### src/rtl/period_meter.sv
// Period and high-time meter for a slow asynchronous square wave, counted in clk cycles.
// Optional running min/max of the measured period when PERIOD_MINMAX_EN is defined.
module period_meter #(
  parameter int COUNT_WIDTH = 24,
  parameter int MAX_PERIOD  = 24000000,
  parameter int SYNC_STAGES = 2
) (
  input  logic                 clk,
  input  logic                 rst,
  input  logic                 en,
  input  logic                 sig_in,
`ifdef PERIOD_MINMAX_EN
  input  logic                 minmax_clr,
  output logic [COUNT_WIDTH:0] min_period,
  output logic [COUNT_WIDTH:0] max_period,
`endif
  output logic [COUNT_WIDTH:0] period,
  output logic [COUNT_WIDTH:0] high_time,
  output logic                 period_valid,
  output logic                 timeout
);

  localparam int W = COUNT_WIDTH + 1;
  localparam logic [W-1:0] MAX_CNT = W'(MAX_PERIOD);

  typedef enum logic [1:0] {S_IDLE, S_MEASURE, S_TIMEOUT} state_t;

  state_t                 state_q, state_d;
  logic [SYNC_STAGES-1:0] sync_q;
  logic                   dly_q;
  logic [W-1:0]           count_q, count_d;
  logic [W-1:0]           period_q, period_d;
  logic [W-1:0]           high_q, high_d;
  logic [W-1:0]           latch_q, latch_d;
  logic                   valid_q, valid_d;
  logic                   timeout_q, timeout_d;

  logic         rise, fall, at_max;
  logic [W-1:0] count_inc;

  // Synchronizer chain followed by a one-flop delay for edge detection
  always_ff @(posedge clk or posedge rst) begin
    if (rst) begin
      sync_q <= '0;
      dly_q  <= 1'b0;
    end else begin
      sync_q <= {sync_q[SYNC_STAGES-2:0], sig_in};
      dly_q  <= sync_q[SYNC_STAGES-1];
    end
  end

  assign rise      = sync_q[SYNC_STAGES-1] & ~dly_q;
  assign fall      = ~sync_q[SYNC_STAGES-1] & dly_q;
  assign count_inc = count_q + W'(1);
  assign at_max    = (count_inc == MAX_CNT);

  always_ff @(posedge clk or posedge rst) begin
    if (rst) begin
      state_q   <= S_IDLE;
      count_q   <= '0;
      period_q  <= '0;
      high_q    <= '0;
      latch_q   <= '0;
      valid_q   <= 1'b0;
      timeout_q <= 1'b0;
    end else begin
      state_q   <= state_d;
      count_q   <= count_d;
      period_q  <= period_d;
      high_q    <= high_d;
      latch_q   <= latch_d;
      valid_q   <= valid_d;
      timeout_q <= timeout_d;
    end
  end

  always_comb begin
    state_d = state_q;
    if (!en) begin
      state_d = S_IDLE;
    end else begin
      case (state_q)
        S_IDLE:    if (rise) state_d = S_MEASURE;
        S_MEASURE: if (!rise && at_max) state_d = S_TIMEOUT;
        S_TIMEOUT: if (rise) state_d = S_MEASURE;
        default:   state_d = S_IDLE;
      endcase
    end
  end

  // A rise on the terminal count still wins: it is a legal MAX_PERIOD measurement
  always_comb begin
    count_d   = count_q;
    period_d  = period_q;
    high_d    = high_q;
    latch_d   = latch_q;
    valid_d   = 1'b0;
    timeout_d = timeout_q;
    if (!en) begin
      count_d   = '0;
      timeout_d = 1'b0;
    end else begin
      case (state_q)
        S_MEASURE: begin
          if (rise) begin
            period_d = count_inc;
            high_d   = latch_q;
            valid_d  = 1'b1;
            count_d  = '0;
          end else if (at_max) begin
            timeout_d = 1'b1;
            count_d   = '0;
          end else begin
            count_d = count_inc;
          end
          if (fall) latch_d = count_inc;
        end
        S_TIMEOUT: begin
          count_d = '0;
          if (rise) timeout_d = 1'b0;
        end
        default: count_d = '0;
      endcase
    end
  end

  assign period       = period_q;
  assign high_time    = high_q;
  assign period_valid = valid_q;
  assign timeout      = timeout_q;

`ifdef PERIOD_MINMAX_EN
  logic [W-1:0] min_q, max_q;

  // Tracks the published result, so it trails period_valid by one cycle
  always_ff @(posedge clk or posedge rst) begin
    if (rst) begin
      min_q <= '1;
      max_q <= '0;
    end else if (minmax_clr) begin
      min_q <= '1;
      max_q <= '0;
    end else if (valid_q) begin
      if (period_q < min_q) min_q <= period_q;
      if (period_q > max_q) max_q <= period_q;
    end
  end

  assign min_period = min_q;
  assign max_period = max_q;
`endif

endmodule

### config.mk
export PLATFORM = sky130hd
export DESIGN_NAME = period_meter
export DESIGN_NICKNAME = d
export VERILOG_FILES = /design/src/rtl/period_meter.sv
export SDC_FILE = /design/constraint.sdc
export NUM_CORES = 1
export LEC_CHECK = 0
export CAP_MARGIN = 40
export CELL_PAD_IN_SITES_DETAIL_PLACEMENT = 0
export CELL_PAD_IN_SITES_GLOBAL_PLACEMENT = 2
export CORE_ASPECT_RATIO = 0.7
export CORE_MARGIN = 2
export CORE_UTILIZATION = 33
export CTS_CLUSTER_SIZE = 40
export DETAILED_ROUTE_END_ITERATION = 16
export PLACE_DENSITY_LB_ADDON = 0.1
export SETUP_SLACK_MARGIN = 0.1
export SYNTH_ARGS = -nofsm -noshare
export SYNTH_HDL_FRONTEND = slang
export SYNTH_SLANG_ARGS = --single-unit
### constraint.sdc
create_clock -name clk -period 3.36 [get_ports clk]
set_input_delay 0.672 -clock clk [delete_from_list [all_inputs] [get_ports clk]]
set_output_delay 0.672 -clock clk [all_outputs]
set_load 0.02 [all_outputs]
==> reports/results.ini, run 1 <==
[outcome]
status = finished clean

[sta]
min_period_over_period_pct = 90.4
timing.fmax_mhz = 329
final_max_slew_viol_count = 0
period_minus_slack_ns = 3.04
finalSetupViolations = 0
hold_violations = 0
relSlewSlack_pct = 54.8
skew_ns = 0.00739
rsz0062_at_grt = false
tightest_slew_ns = 0.673
fin_tns_setup_ns = 0

[clock_network]
insertion_delay_ns = 0.35
cts_root_buffer = clkbuf_16
cts.clk_slew.worst_paths_ns = 0.07
cts_tree = yes
cts_max_path_buffers = 2
cts_buffers = 9
htree_num_levels = 3
cts_hold_buf = 0
cts.sinks = 107

[routing]
drt.antenna.violating_nets = 0
drt_iter0_drc = 136
post-route-drc-count = 0
routed_via_density = 4.85
wirelength_mm = 9.97
num_vias = 3210
avgRoutedWirePerCell_microns = 15.1
dr.pass1.iters = 4

[critical_path]
r2r_cells = 8
arrival_ns = 3.26
worstPathRequired_ns = 3.58
crit_family = simple AND/OR/NAND/NOR gates
path_buf_inv = 1
worstPathMaxFanout = 12
end_kind = flip-flop
path_class = flip-flop to flip-flop
r2r_end = count_q[3]$_DFF_PP0_
slowest_delay_ns = 0.58
crit_path_cell_trace = nand4_4, or3_1, o21ai_0, nand3_1, or4_4, nor4_4, buf_4, nor3_1
crit_slowest_cell = or3_1
r2r_start = count_q[2]$_DFF_PP0_
rrSetupSlack_ns = 0.32
startpoint_type = flip-flop

[yosys]
avgSynthCellArea_sq_um = 11.3
syn_nets = 414
yosysWarningCount = 0
synthDistinctLibCells = 55
synth_edf_count = 0
synth_cells = 409
synth_ff_type = dfrtp_1
synth.yosys.seq_area_share_pct = 57.7
netlist_area_sq_um = 4640
ys_seq_elements = 107
async_reset_ff_share_pct = 100

[cells_and_area]
num_antenna_cells = 0
fin_cells = 662
final_cell_mix = dfrtp_1, nor2_1, clkdlybuf4s50_1, a21oi_1, mux2_2
final_common_cell = dfrtp_1
final_core_util_pct = 41.5
drive_gt1_share_pct = 18.0
area_growth_pct = 23.8
nFillCells = 1322
nNetsFinal = 472
fin_area_sq_um = 5740

[grt]
grtUsageTotal_pct = 14.1
grt_pass1_vias = 3002
grt_max_degree = 44
grt_pass1_wl_mm = 16.5
antenna_found_initial = 0
overflow = 0

[placement]
portBuffers = 55
dp_cells = 645
place_congestion = 0.797
place_area_sq_um = 5430
dp_hpwl_mm = 6.99

[worst_hold_path]
hp-class = flip-flop to flip-flop
min_from = sync_q[0]$_DFF_PP0_
holdPathStages = 0
whs_endpoint = sync_q[1]$_DFF_PP0_

[die]
die_w_microns = 146
pin_count = 56
die_y_microns = 103
start_util_pct = 33.6
fp.coreArea_sq_um = 13800
die-area_sq_um = 15000
rows = 36

[power]
worst_ir_drop_vdd_uv = 277
power.density_nw_per_um2 = 635
power_mw = 3.64
leakage_nw = 2.33

[job]
cap_violations = 0

what timing repair did:
item                       in CTS  in global routing
setup endpoints to repair       2                 27
resized for setup               1                  2
pin swaps                       0                  1
setup buffers                   0                  1
synth_stat cells, types with 2 or more instances:
cell type,number,area share [%]
or2_2,2,0.27
nor3b_1,2,0.32
nand4_1,5,0.67
o21ai_0,2,0.22
nor2_1,58,4.7
buf_1,3,0.24
inv_1,4,0.32
nand2_1,17,1.4
mux2_2,27,6.6
dfrtp_1,107,58
o31ai_1,3,0.49
xor2_1,8,1.5
xnor2_1,12,2.3
o31a_1,2,0.38
nand3_1,11,1.2
nand3b_1,3,0.49
a211oi_1,2,0.32
nand4b_1,5,0.94
nand2b_1,2,0.27
buf_6,5,1.2
or3_1,2,0.27
clkbuf_1,12,0.97
nor3_1,19,2.0
a21oi_1,48,5.2
nor4_1,4,0.54
and4_1,2,0.38
buf_4,2,0.32
nor3_2,10,2.2
or4_4,2,0.49
a21o_1,3,0.49
layout make-up:
class                      instances  area (sq um)  share of cell area [%]
sequential                       107          2680                    46.7
multi-input combinational        274          1820                    31.7
clock inverter                     4          51.3                   0.893
timing repair buffer              71           696                    12.1
clock buffer                      12           236                    4.12
tap                              190           238                    4.14
inverter                           4          18.8                   0.327
through the flow:
stage / hold WS [ns] / setup WS, ns
global placement: 0.334 / 0.0760
floorplan: 0.331 / 0.570
global route: 0.374 / 0.117
CTS: 0.359 / 0.215
detailed placement: 0.343 / 0.0877
finish: 0.359 / 0.323
state kept, by name, indices dropped and copies added, names as in the netlist, 2 cells and up:
signal / cells
high_time: 25
state_q: 2
period: 25
latch_q: 25
count_q: 25
sync_q: 2
cell families (layout without fill, tap and decap cells):
group                    after synthesis  after routing  synth area share, %
buffers and inverters                 28             91                 3.59
AND/OR/NAND/NOR                      159            159                 19.7
adder cells (fa/ha/maj)                1              1                0.270
XOR/XNOR                              20             20                 3.78
AO/OA/AOI/OAI                         66             66                 8.14
multiplexers                          28             28                 6.77
flip-flops                           107            107                 57.7
worst max path at each step:
stage / from / to / cells after the start
final: count_q[2]$_DFF_PP0_ / count_q[3]$_DFF_PP0_ / 8
after global routing: count_q[1]$_DFF_PP0_ / count_q[9]$_DFF_PP0_ / 9
after CTS: count_q[0]$_DFF_PP0_ / state_q[0]$_DFFE_PP0P_ / 10
after detailed placement: count_q[0]$_DFF_PP0_ / state_q[0]$_DFFE_PP0P_ / 10
after global placement: count_q[0]$_DFF_PP0_ / state_q[1]$_DFFE_PP0P_ / 10
after floorplan: count_q[1]$_DFF_PP0_ / count_q[10]$_DFF_PP0_ / 9
per-layer routing:
metal	GRT usage (%)	vias to the layer above	routed length [microns]
met5	0	-	0
met2	19.7	61	4120
met3	3.20	13	394
met1	21.4	1581	5300
met4	5.28	0	151
li1	-	1555	-
power by group:
group | internal, mW | switching, mW
sequential | 1.56 | 0.137
combinational | 0.471 | 0.439
clock | 0.579 | 0.462
Note: power is estimated with default switching activity, not from simulation.
==> run 2: changes to the inputs <==
- ABC_CLOCK_PERIOD_IN_PS: default -> 3360
==> results of run 2 <==
Same layout as run 1: the final DEF is identical, and so are final timing and power.
==> run 3: changes to the inputs <==
- ABC_CLOCK_PERIOD_IN_PS: 3360 -> 2900
- CAP_MARGIN: 40 -> 0
- CORE_UTILIZATION: 33 -> 35
- clock period: 3.36 -> 2.9 ns (I/O delays scaled with it)
==> reports/results.ini, run 3 (same netlist as run 1, synthesis figures left out) <==
[sta]
tightest_slew_ns = 0.662
timing.fmax_mhz = 366
final_max_slew_viol_count = 0
finalSetupViolations = 0
period_minus_slack_ns = 2.73
skew_ns = 0.00861
relSlewSlack_pct = 55.6
min_period_over_period_pct = 94.2
fin_tns_setup_ns = 0
hold_violations = 0
whs_ns = 0.359
rsz0062_at_grt = true

[die]
die-area_sq_um = 14200
rows = 35
pin_count = 56
die_y_microns = 100
die_w_microns = 142
fp.coreArea_sq_um = 13100
start_util_pct = 35.6

[critical_path]
path_class = flip-flop to flip-flop
arrival_ns = 2.95
end_kind = flip-flop
worstPathMaxFanout = 6
worstPathRequired_ns = 3.12
startpoint_type = flip-flop

[clock_network]
cts_hold_buf = 0
cts_tree = yes
htree_num_levels = 3
cts_buffers = 9
insertion_delay_ns = 0.35
cts_max_path_buffers = 2
cts_root_buffer = clkbuf_16
cts.sinks = 107
cts.clk_slew.worst_paths_ns = 0.07

[grt]
grt_max_degree = 55
antenna_found_initial = 0
overflow = 0
grt_pass1_vias = 3329
grt_pass1_wl_mm = 17.5
grtUsageTotal_pct = 15.8

[outcome]
status = finished clean

[placement]
place_congestion = 0.825
portBuffers = 55
dp_hpwl_mm = 7.17

[routing]
drt.antenna.violating_nets = 0
avgRoutedWirePerCell_microns = 15.9
post-route-drc-count = 0
dr.pass1.iters = 4
routed_via_density = 5.05
drt_iter0_drc = 179
num_vias = 3347
wirelength_mm = 10.5

[cells_and_area]
final_cell_mix = dfrtp_1, nor2_1, clkdlybuf4s50_1, a21oi_1, buf_4
final_common_cell = dfrtp_1
final_core_util_pct = 46.2
nFillCells = 1231
nNetsFinal = 497
area_growth_pct = 30.0
drive_gt1_share_pct = 24.9
num_antenna_cells = 0

[worst_hold_path]
hp-class = flip-flop to flip-flop

[power]
leakage_nw = 2.49
power.density_nw_per_um2 = 700
worst_ir_drop_vdd_uv = 352

[job]
cap_violations = 0

==> run 3: area by class of cell <==
type	instances	area [sq um]	area share (%)
Inverter	4	18.8	0.311
Multi-Input combinational cell	274	1900	31.5
Timing Repair Buffer	96	938	15.6
Sequential cell	107	2680	44.4
Clock buffer	12	236	3.92
Tap cell	166	208	3.44
Clock inverter	4	51.3	0.850
==> run 3: routing by layer <==
| metal | part of all wire, % | routed length, microns | global-route usage, % | vias to the layer above |
|---|---|---|---|---|
| li1 | - | - | - | 1605 |
| met1 | 53 | 5540 | 24.2 | 1666 |
| met2 | 43 | 4500 | 22.4 | 63 |
| met3 | 3.5 | 374 | 3.48 | 13 |
| met4 | 1.3 | 133 | 4.69 | 0 |
| met5 | 0 | 0 | 0 | - |
==> run 3: power breakdown <==
part | total (mW) | switching [mW] | internal [mW]
clock | 1.21 | 0.535 | 0.671
combinational | 1.06 | 0.510 | 0.547
sequential | 1.96 | 0.156 | 1.80
==> run 3: worst max-delay path, cell delays in order, from the launching register on <==
cell	delay [ns]
dfrtp_1	0.43
nand4_1	0.16
or3_4	0.41
or4_4	0.53
and2_4	0.18
nand2b_1	0.17
nor4_4	0.31
buf_6	0.19
clkbuf_16	0.16
nor3_1	0.05
==> run 3: repair_timing <==
| action | 4_1_cts | 5_1_grt |
|---|---|---|
| cloned | 0 | 3 |
| endpoints found under the hold margin | 0 | 0 |
| pin swaps | 0 | 7 |
| resized for setup | 3 | 18 |
| endpoints found under the setup margin | 27 | 28 |
| setup buffers | 0 | 3 |
==> run 3: final timing paths <==
path,start,endpoint,slack (ns),cells past startpoint
max,count_q[8]$_DFF_PP0_,count_q[22]$_DFF_PP0_,0.17,9
max reg2reg,count_q[8]$_DFF_PP0_,count_q[22]$_DFF_PP0_,0.17,9
min reg2reg,sync_q[0]$_DFF_PP0_,sync_q[1]$_DFF_PP0_,0.36,0
max in group asynchronous,rst,count_q[1]$_DFF_PP0_,1.89,3
min in group asynchronous,rst,high_time[20]$_DFFE_PP0P_,0.48,2
min,sync_q[0]$_DFF_PP0_,sync_q[1]$_DFF_PP0_,0.36,0
==> run 3: stage by stage <==
stage	setup WS (ns)	cells	area [sq um]	power, mW
after global placement	0.0717	641	5560	3.05
after detailed placement	0.0350	641	5560	3.06
final	0.168	663	6030	4.22
after global routing	0.0504	663	6030	4.46
after CTS	0.101	657	5860	4.29
after floorplan	0.110	409	4640	2.54
